==> config.mk <==
export PLATFORM = sky130hd
export DESIGN_NAME = rgbw_fade_pwm
export DESIGN_NICKNAME = d
export VERILOG_FILES = /design/src/rtl/rgbw_fade_pwm.sv
export SDC_FILE = /design/constraint.sdc
export NUM_CORES = 1
export LEC_CHECK = 0
export CAP_MARGIN = 0
export CORE_MARGIN = 2
export CORE_UTILIZATION = 54
export DETAILED_ROUTE_END_ITERATION = 8
export MAX_ROUTING_LAYER = met4
export PLACE_DENSITY = 0.8
export SYNTH_ARGS = -nofsm -noshare
export SYNTH_HDL_FRONTEND = slang
export SYNTH_SLANG_ARGS = --single-unit
==> constraint.sdc <==
create_clock -name clk -period 3.7 [get_ports clk]
set_clock_uncertainty 0.1 [all_clocks]
set_input_delay 0.37 -clock clk [delete_from_list [all_inputs] [get_ports clk]]
set_output_delay 0.37 -clock clk [all_outputs]
set_load 0.02 [all_outputs]
==> src/rtl/rgbw_fade_pwm.sv <==
// Multi-channel PWM with per-channel targets; levels move toward targets at period boundaries.
// Build macro RGBW_FADE_PWM_FADE_EN selects rate-limited fading instead of direct level loads.
module rgbw_fade_pwm #(
  parameter int N_CH      = 4,
  parameter int PWM_W     = 8,
  parameter int PRESC_DIV = 1
) (
  input  logic              clk,
  input  logic              rst_n,
  input  logic              en,
  input  logic              wr_valid,
  output logic              wr_ready,
  input  logic [2:0]        wr_ch,
  input  logic [PWM_W-1:0]  wr_level,
  input  logic [3:0]        wr_rate,
  output logic [N_CH-1:0]   pwm_out,
  output logic [N_CH-1:0]   fade_busy
);

  localparam int PS_W = (PRESC_DIV > 1) ? $clog2(PRESC_DIV) : 1;
  localparam logic [PS_W-1:0]  PS_LAST  = PS_W'(PRESC_DIV - 1);
  localparam logic [PWM_W-1:0] CNT_LAST = PWM_W'((1 << PWM_W) - 2);

  // Handshake: a write transfers on any cycle with wr_valid && wr_ready;
  // wr_ready is simply "out of reset", so the writer never stalls.
  logic wr_fire;
  assign wr_ready = rst_n;
  assign wr_fire  = wr_valid & wr_ready;

  logic [PS_W-1:0]  presc;
  logic [PWM_W-1:0] cnt;
  logic             tick;
  logic             bnd;

  logic [PWM_W-1:0] target   [N_CH];
  logic [PWM_W-1:0] level    [N_CH];
  logic [PWM_W-1:0] level_nx [N_CH];
  logic [PWM_W-1:0] duty     [N_CH];
  logic [N_CH-1:0]  wr_hit;
  logic [N_CH-1:0]  pwm_q;

  assign tick = en && (presc == PS_LAST);
  assign bnd  = tick && (cnt == CNT_LAST);

  always_comb begin
    for (int i = 0; i < N_CH; i++) begin
      wr_hit[i] = wr_fire && (wr_ch == 3'(i));
    end
  end

`ifdef RGBW_FADE_PWM_FADE_EN
  logic [3:0] rate [N_CH];
  logic [3:0] rcnt [N_CH];

  // Boundary step reads the pre-write target/rate, so a colliding write lands next period.
  always_comb begin
    for (int i = 0; i < N_CH; i++) begin
      level_nx[i] = level[i];
      if (bnd && (rcnt[i] == rate[i])) begin
        if (level[i] < target[i])
          level_nx[i] = level[i] + 1'b1;
        else if (level[i] > target[i])
          level_nx[i] = level[i] - 1'b1;
      end
    end
  end

  always_ff @(posedge clk) begin
    for (int i = 0; i < N_CH; i++) begin
      if (!rst_n) begin
        rate[i] <= '0;
        rcnt[i] <= '0;
      end else if (wr_hit[i]) begin
        rate[i] <= wr_rate;
        rcnt[i] <= '0;
      end else if (bnd) begin
        rcnt[i] <= (rcnt[i] == rate[i]) ? 4'd0 : rcnt[i] + 1'b1;
      end
    end
  end
`else
  logic unused_rate;
  assign unused_rate = ^wr_rate;

  always_comb begin
    for (int i = 0; i < N_CH; i++) begin
      level_nx[i] = bnd ? target[i] : level[i];
    end
  end
`endif

  always_ff @(posedge clk) begin
    if (!rst_n) begin
      presc <= '0;
      cnt   <= '0;
      pwm_q <= '0;
      for (int i = 0; i < N_CH; i++) begin
        target[i] <= '0;
        level[i]  <= '0;
        duty[i]   <= '0;
      end
    end else begin
      if (!en) begin
        presc <= '0;
        cnt   <= '0;
      end else if (tick) begin
        presc <= '0;
        cnt   <= (cnt == CNT_LAST) ? '0 : cnt + 1'b1;
      end else begin
        presc <= presc + 1'b1;
      end
      for (int i = 0; i < N_CH; i++) begin
        level[i] <= level_nx[i];
        if (bnd)
          duty[i] <= level_nx[i];
        if (wr_hit[i])
          target[i] <= wr_level;
        // Full-scale duty exceeds the largest cnt value, giving a constant-high output.
        pwm_q[i] <= en && (cnt < duty[i]);
      end
    end
  end

  assign pwm_out = pwm_q;

  always_comb begin
    for (int i = 0; i < N_CH; i++) begin
      fade_busy[i] = rst_n && (level[i] != target[i]);
    end
  end

endmodule
After elaboration in Yosys (flattened, before gate mapping)

Memories as Yosys holds them, arrays and structs flattened.
Cells that the tools add are included.

Register bits after elaboration: 13
Latch bits: 0
RAM bits: 96
Bits in read-only memories: 0
Input bits: 19
Output and inout bits: 9
Memories kept: 3

Add/subtract/negate cells: 2
Multipliers: 0
Divide/modulo/power cells: 0
$lt $le $gt $ge: 4
Equal/unequal tests: 8
Shift-type cells: 0
Multiplexer cells: 34
Bitwise logic cells: 16
Reductions and logical operators: 17

Memory list:

| memory | words | width | read ports | clocked after memory_dff | wr ports | line | RTL |
|---|---|---|---|---|---|---|---|
| duty   | 4     | 8     | 4          | 0                        | 4        | 38   | `logic [PWM_W-1:0] duty [N_CH];` |
| level  | 4     | 8     | 4          | 0                        | 4        | 36   | `logic [PWM_W-1:0] level [N_CH];` |
| target | 4     | 8     | 4          | 0                        | 4        | 35   | `logic [PWM_W-1:0] target [N_CH];` |

Operators by type and width:

| cell                                           | count |
|---|---|
| two-way mux 8 bit                              | 17 |
| < comparator 8 bit                             | 4 |
| != test 8 bit                                  | 4 |
| two-way mux 1 bit                              | 17 |
| logical AND 1 bit                              | 14 |
| bitwise OR 1 bit                               | 12 |
| adder 8 x 1 -> 8 bit (second input constant)   | 1 |
| == test 8 bit (second input constant)          | 1 |
| == test 3 x 2 -> 1 bit (second input constant) | 2 |
| == test 3 x 1 -> 1 bit (second input constant) | 1 |
| zero test 3 bit                                | 1 |
| NOT 1 bit                                      | 3 |
| OR reduction 3 bit                             | 1 |
| AND reduction 2 bit                            | 1 |
| adder 1 bit (second input constant)            | 1 |
| AND 1 bit                                      | 1 |

Depth between registers and ports, before layout

Gate-level depths: netlist (run 1).

Depth in word-level cells: 7
Mapped depth: 8
Depth with buffers taken out: 6

Worst setup path before layout (run 1)

OpenSTA, ideal clock, no wires.

Kind: reg2reg
From: reg cnt[1]
To: mem duty[0][0], enable pin
Setup time: 0.466 ns
Data arrival time: 3.307 ns
Required time: 3.134 ns
Slack: -0.172 ns
Stages on the path, launching flop included: 5
Clock period less this slack: 3.872 ns
Cells stage by stage: dfxtp_1 > ha_1 > nand2_1 > or2_2 > o21ai_0

RTL lines:

| item                     | line | RTL |
|---|---|---|
| start: declaration       | 31   | `logic [PWM_W-1:0] cnt;` |
| start signal: assignment | 108  | `cnt <= (cnt == CNT_LAST) ? '0 : cnt + 1'b1;` |
| end: declaration         | 38   |  |

==> reports/metrics.yaml, run 1 <==
status: "completed"
grt_first_pass_wirelength_um: 14800
antenna-diode-count: 0
ys.flop_type: "edfxtp_1"
cp-end-kind: "output pin"
ios: 28
grt_setup_unrepaired: "no"
final_nets: 537
required_ns: 3.23
final_antenna_net_count: 0
viasPerCell: 5.36
cts_max_path_buffers: 2
final_cell_mix: "64 x edfxtp_1, 47 x nand2_1, 45 x dfxtp_1"
cts_setup_buffers: 0
grt_overflow: 0
layout-drive-gt1-share: 0.0933
whs_endpoint: "level[0][6]$_SDFF_PN0_"
fin_crit_sh: 0.666
hold_start: "level[0][6]$_SDFF_PN0_"
htree_levels: 3
holdWs_ns: 0.367
worst_setup_path_start_kind: "register"
hold_path_class: "reg2reg"
grt_use_total: 0.191
max_cap_violations: 0
yosys_warnings: 0
ir_drop_uv: 165
slew_violations: 0
rrSetupSlack_ns: 1.53
syn2layout_area_growth_pct: 9.46
power_mw: 2.15
ys_seq_elements: 109
root_buffer: "clkbuf_8"
syn_avg_cell_area_um2: 11.1
dieArea_um2: 10500
ctsHoldBuffers: 0
io_buffers: 23
cts_buffers: 9
vias: 3334
min_path_cells: 2
wire_per_inst_um: 14.4
hold_viol_final: 0
clock.fmax_mhz: 406
synth_cell_type_count: 39
cts.sinks: 109
routed_wirelength_um: 8930
cellLeakagePower_nw: 2.47
crit_arrival_ns: 2.00
async_flop_share: 0
drt_first_pass_iters: 5
place_hpwl_um: 6580
grt_max_degree: 81
die_y_um: 102
p_per_area_nw_per_um2: 376
slew_headroom: 0.349
grt_pass1_vias: 3229
ys_seq_area_frac: 0.540
critPathKind: "reg2out"
setup_tns_ns: 0
die_x_um: 102
drt_iter0_drc: 235
core_area_um2: 9330
clk-insertion-delay-late_ns: 0.36
initial_core_util: 0.560
synth_nets: 518
period_needed_ns: 2.47
cts.clk_slew.worst_paths_ns: 0.09
path_max_fanout: 3
setup_violations: 0
layout_setup_ws_ns: 1.23
layout_commonest_cell: "edfxtp_1"
rows: 35
netlist_area_um2: 5220
place_congestion: 0.802
tightest_slew_ns: 0.967
synth_edf_count: 64
rr_worst_depth: 5
cts_resized: 0
antenna_found_initial: 0
place_ws_ns: 1.25
cts_tree: "yes"
drc_errors: 0
rr_endpoint: "level[0][4]$_SDFF_PN0_"
reg2reg_from: "cnt[3]$_SDFFE_PN0P_"
syn_inst: 469
==> state kept, by name, summed over array words and instances (netlist names) <==
name / count
presc: 1
target: 32
duty: 32
level: 32
cnt: 8
pwm_out: 4
==> area by class of cell <==
type / instances / area [um2]
clock buffer: 12 / 155
inverter: 30 / 113
clock inverter: 4 / 32.5
timing repair buffer: 30 / 290
fill: 715 / 3610
multi-input combinational: 308 / 2140
sequential: 109 / 2820
tap: 129 / 161
==> cell families (layout without fill, tap and decap cells) <==
logic type / count (synthesis) / count (layout) / share of synthesized area
adders and majority gates: 30 / 30 / 0.0719
and+or+nand+nor: 176 / 176 / 0.187
buffers and inverters: 52 / 76 / 0.0501
xor gates and xnor gates: 36 / 36 / 0.0604
DFF: 109 / 109 / 0.540
other: 1 / 1 / 0.000718
AOI/OAI and AO/OA: 65 / 65 / 0.0901
==> layer usage <==
metal  vias up  share of wire  global-route usage
li1       1684              -                   -
met1      1567           0.46               0.238
met2        68           0.49               0.306
met3        15          0.028              0.0274
met4         0          0.018              0.0974
met5         -              0                   -
==> power by group <==
group          internal, mW  leakage [nW]  switching [mW]
clock network         0.285        0.0888           0.383
logic                0.0574          1.41          0.0744
registers              1.33         0.974          0.0274
==> through the flow <==
stage / std cells / instance area (um2) / util
2_1_floorplan: 469 / 5220 / -
3_3_place_gp: 606 / 5530 / 0.593
3_5_place_dp: 606 / 5530 / 0.593
4_1_cts: 622 / 5720 / 0.613
5_1_grt: 622 / 5720 / 0.613
6_report: 622 / 5720 / 0.613
==> how the worst max path moves through the flow <==
stage / startpoint / to / slack, ns
floorplan: cnt[1]$_SDFFE_PN0P_ / duty[0][0]$_SDFFCE_PN0P_ / 0.69
finish: target[2][5]$_SDFFCE_PN0P_ / fade_busy[2] / 1.23
global placement: rst_n / fade_busy[2] / 1.29
global route: target[1][4]$_SDFFCE_PN0P_ / fade_busy[1] / 1.11
detailed placement: rst_n / fade_busy[2] / 1.25
CTS: target[2][5]$_SDFFCE_PN0P_ / fade_busy[2] / 1.19
==> critical path, cell delays in order, from the launching register on <==
cell	delay, ns
edfxtp_1	0.44
xor2_1	0.19
nor4_1	0.30
a21boi_0	0.16
clkdlybuf4s50_1	0.56
==> cells in the mapped netlist (3+ instances only) <==
master / count / share of area
a21boi_0: 6 / 0.0086
a21oi_1: 8 / 0.0077
a31oi_1: 3 / 0.0036
and2_1: 32 / 0.038
and3_1: 33 / 0.040
buf_4: 3 / 0.0043
buf_6: 7 / 0.015
clkbuf_1: 10 / 0.0072
dfxtp_1: 45 / 0.17
edfxtp_1: 64 / 0.37
ha_1: 30 / 0.072
inv_1: 30 / 0.022
nand2_1: 47 / 0.034
nand2b_1: 4 / 0.0048
nand3_1: 19 / 0.018
nor3_1: 13 / 0.012
nor4_1: 10 / 0.012
o211ai_1: 3 / 0.0043
o21ai_0: 15 / 0.014
o21ai_1: 9 / 0.0086
o21bai_2: 17 / 0.037
or3_1: 3 / 0.0036
xor2_1: 35 / 0.059
No activity file was read; power rests on OpenSTA's default activity.
==> run 2, diff against run 1 <==
--- a/config.mk
+++ b/config.mk
@@ -7,10 +7,10 @@
 export LEC_CHECK = 0
 export CAP_MARGIN = 0
 export CORE_MARGIN = 2
-export CORE_UTILIZATION = 54
+export CORE_UTILIZATION = 60
 export DETAILED_ROUTE_END_ITERATION = 8
 export MAX_ROUTING_LAYER = met4
-export PLACE_DENSITY = 0.8
+export PLACE_DENSITY = 0.84
 export SYNTH_ARGS = -nofsm -noshare
 export SYNTH_HDL_FRONTEND = slang
 export SYNTH_SLANG_ARGS = --single-unit
==> constraint.sdc (replaced) <==
create_clock -name clk -period 2.5 [get_ports clk]
set_clock_uncertainty 0.1 [all_clocks]
set_input_delay 0.25 -clock clk [delete_from_list [all_inputs] [get_ports clk]]
set_output_delay 0.25 -clock clk [all_outputs]
set_load 0.02 [all_outputs]
==> reports/metrics.yaml, run 2 (same netlist as run 1, synthesis figures left out) <==
layout_commonest_cell: "edfxtp_1"
root_buffer: "clkbuf_8"
drc_errors: 0  # unchanged
setup_violations: 0  # unchanged
antenna-diode-count: 0  # unchanged
hold_path_class: "in2reg"
crit_arrival_ns: 1.99  # about the same
cts_setup_buffers: 0  # unchanged
vias: 3423  # +2.7%
syn2layout_area_growth_pct: 10.9
drt_iter0_drc: 211  # -10%
required_ns: 2.15  # -1.08 ns
cts.sinks: 109  # unchanged
rr_worst_depth: 6  # +1
cts_max_path_buffers: 2  # unchanged
place_hpwl_um: 6750  # +2.6%
rr_endpoint: "level[0][2]$_SDFF_PN0_"
grt_setup_unrepaired: "no"
routed_wirelength_um: 9370  # +5.0%
grt_pass1_vias: 3403  # +5.4%
io_buffers: 23  # unchanged
path_max_fanout: 3  # unchanged
rrSetupSlack_ns: 0.39  # -1.14 ns
worstSetupStartpoint: "target[0][1]$_SDFFCE_PN0P_"
nFillCells: 612  # -14%
cts_tree: "yes"
hold_viol_final: 0  # unchanged
die_x_um: 97.3  # -4.9%
grt_use_total: 0.209  # +0.0179
cp-end-kind: "output pin"
htree_levels: 3  # unchanged
max_cap_violations: 0  # unchanged
grt_first_pass_wirelength_um: 15500  # +4.5%
status: "completed"
final_nets: 546  # +1.7%
grt_overflow: 0  # unchanged
reg2reg_from: "cnt[2]$_SDFFE_PN0P_"
critPathKind: "reg2out"
cts_buffers: 9  # unchanged
slew_violations: 0  # unchanged
fin_crit_sh: 0.935
ios: 28  # unchanged
viasPerCell: 5.61  # +4.7%
ir_drop_uv: 306  # +86%
place_congestion: 0.819  # +2.1%
setup_tns_ns: 0  # unchanged
cts.clk_slew.worst_paths_ns: 0.10  # about the same
dieArea_um2: 9470  # -9.6%
cellLeakagePower_nw: 2.56  # +3.4%
grt_max_degree: 70  # -14%
crit_path_end: "fade_busy[0]"
clk-insertion-delay-late_ns: 0.36  # about the same
layout-drive-gt1-share: 0.112  # +0.0182
period_needed_ns: 2.34
drt_first_pass_iters: 4  # -1
wire_per_inst_um: 15.4  # +7.0%
largestRegisters: "duty (32), level (32), target (32)"
rows: 34  # -2.9%
ctsHoldBuffers: 0  # unchanged
worst_setup_path_start_kind: "register"
p_per_area_nw_per_um2: 568  # +51%
clock.fmax_mhz: 428
power_mw: 3.29  # +53%
core_area_um2: 8590  # -7.9%
die_y_um: 97.3  # -4.9%
initial_core_util: 0.608  # +0.0479
antenna_found_initial: 0  # unchanged
final_antenna_net_count: 0  # unchanged
final_cell_mix: "64 x edfxtp_1, 47 x nand2_1, 45 x dfxtp_1"
## run 2: changes by cell type in the layout (fill, tap and decap cells not counted)
cell / previous run / this run
inv_8: 0 / 1
clkbuf_1: 1 / 0
buf_4: 6 / 14
dlymetal6s2s_1: 0 / 2
clkinv_2: 0 / 1
buf_12: 1 / 2
clkbuf_8: 11 / 9
inv_6: 0 / 2
bufinv_16: 0 / 1
clkinv_4: 2 / 1
clkinvlp_4: 2 / 1
clkdlybuf4s50_1: 22 / 20
## run 2: area by class of cell
class	instances	area (um2)	area share
flip-flops and latches	109	2820	0.487
multi-input cells	308	2140	0.370
repair buffers	39	375	0.0648
well taps	108	135	0.0233
clock buffers	9	124	0.0214
inverters	30	113	0.0194
clock inverters	7	80.1	0.0138
## run 2: per-layer routing
metal	vias to the layer above	wire length, um	global-route usage	part of all wire
met1	1609	3950	0.247	0.42
met5	-	0	-	0
met3	19	382	0.0281	0.041
met4	0	193	0.0823	0.021
met2	97	4850	0.364	0.52
li1	1698	-	-	-
## run 2: worst min path at each step
| stage | from | end | slack, ns | depth (start not counted) |
|---|---|---|---|---|
| floorplan | level[0][1]$_SDFF_PN0_ | level[0][1]$_SDFF_PN0_ | 0.34 | 2 |
| global placement | level[3][4]$_SDFF_PN0_ | level[3][4]$_SDFF_PN0_ | 0.35 | 2 |
| detailed placement | level[3][5]$_SDFF_PN0_ | level[3][5]$_SDFF_PN0_ | 0.36 | 2 |
| CTS | rst_n | level[2][4]$_SDFF_PN0_ | 0.28 | 3 |
| global route | rst_n | level[2][0]$_SDFF_PN0_ | 0.29 | 3 |
| finish | rst_n | level[2][4]$_SDFF_PN0_ | 0.29 | 3 |
## run 2: stage by stage
stage | instances | cell area (um2) | utilization | setup slack (ns) | hold slack [ns]
after CTS | 610 | 5790 | 0.674 | 0.00589 | 0.276
after floorplan | 469 | 5230 | - | 0.102 | 0.340
after global placement | 594 | 5580 | 0.650 | 0.405 | 0.347
final | 610 | 5790 | 0.674 | 0.162 | 0.288
after global routing | 610 | 5790 | 0.674 | 0.0410 | 0.291
after detailed placement | 594 | 5580 | 0.650 | 0.353 | 0.358
## run 2: what timing repair did
item | in CTS | in global routing
endpoints found under the setup margin | 0 | 2
hold endpoints to repair | 0 | 0
resized for setup | 0 | 2
## run 2: power by group
part           switching [mW]  internal, mW  total, mW
Sequential             0.0416          1.96       2.00
Clock                   0.604         0.478       1.08
Combinational           0.116        0.0899      0.206
Total                   0.761          2.53       3.29
## run 2: worst max-delay path: stages, from the launching register on
cell	delay, ns
edfxtp_1	0.46
xor2_1	0.21
nor4_1	0.07
a21boi_0	0.24
clkdlybuf4s50_1	0.65
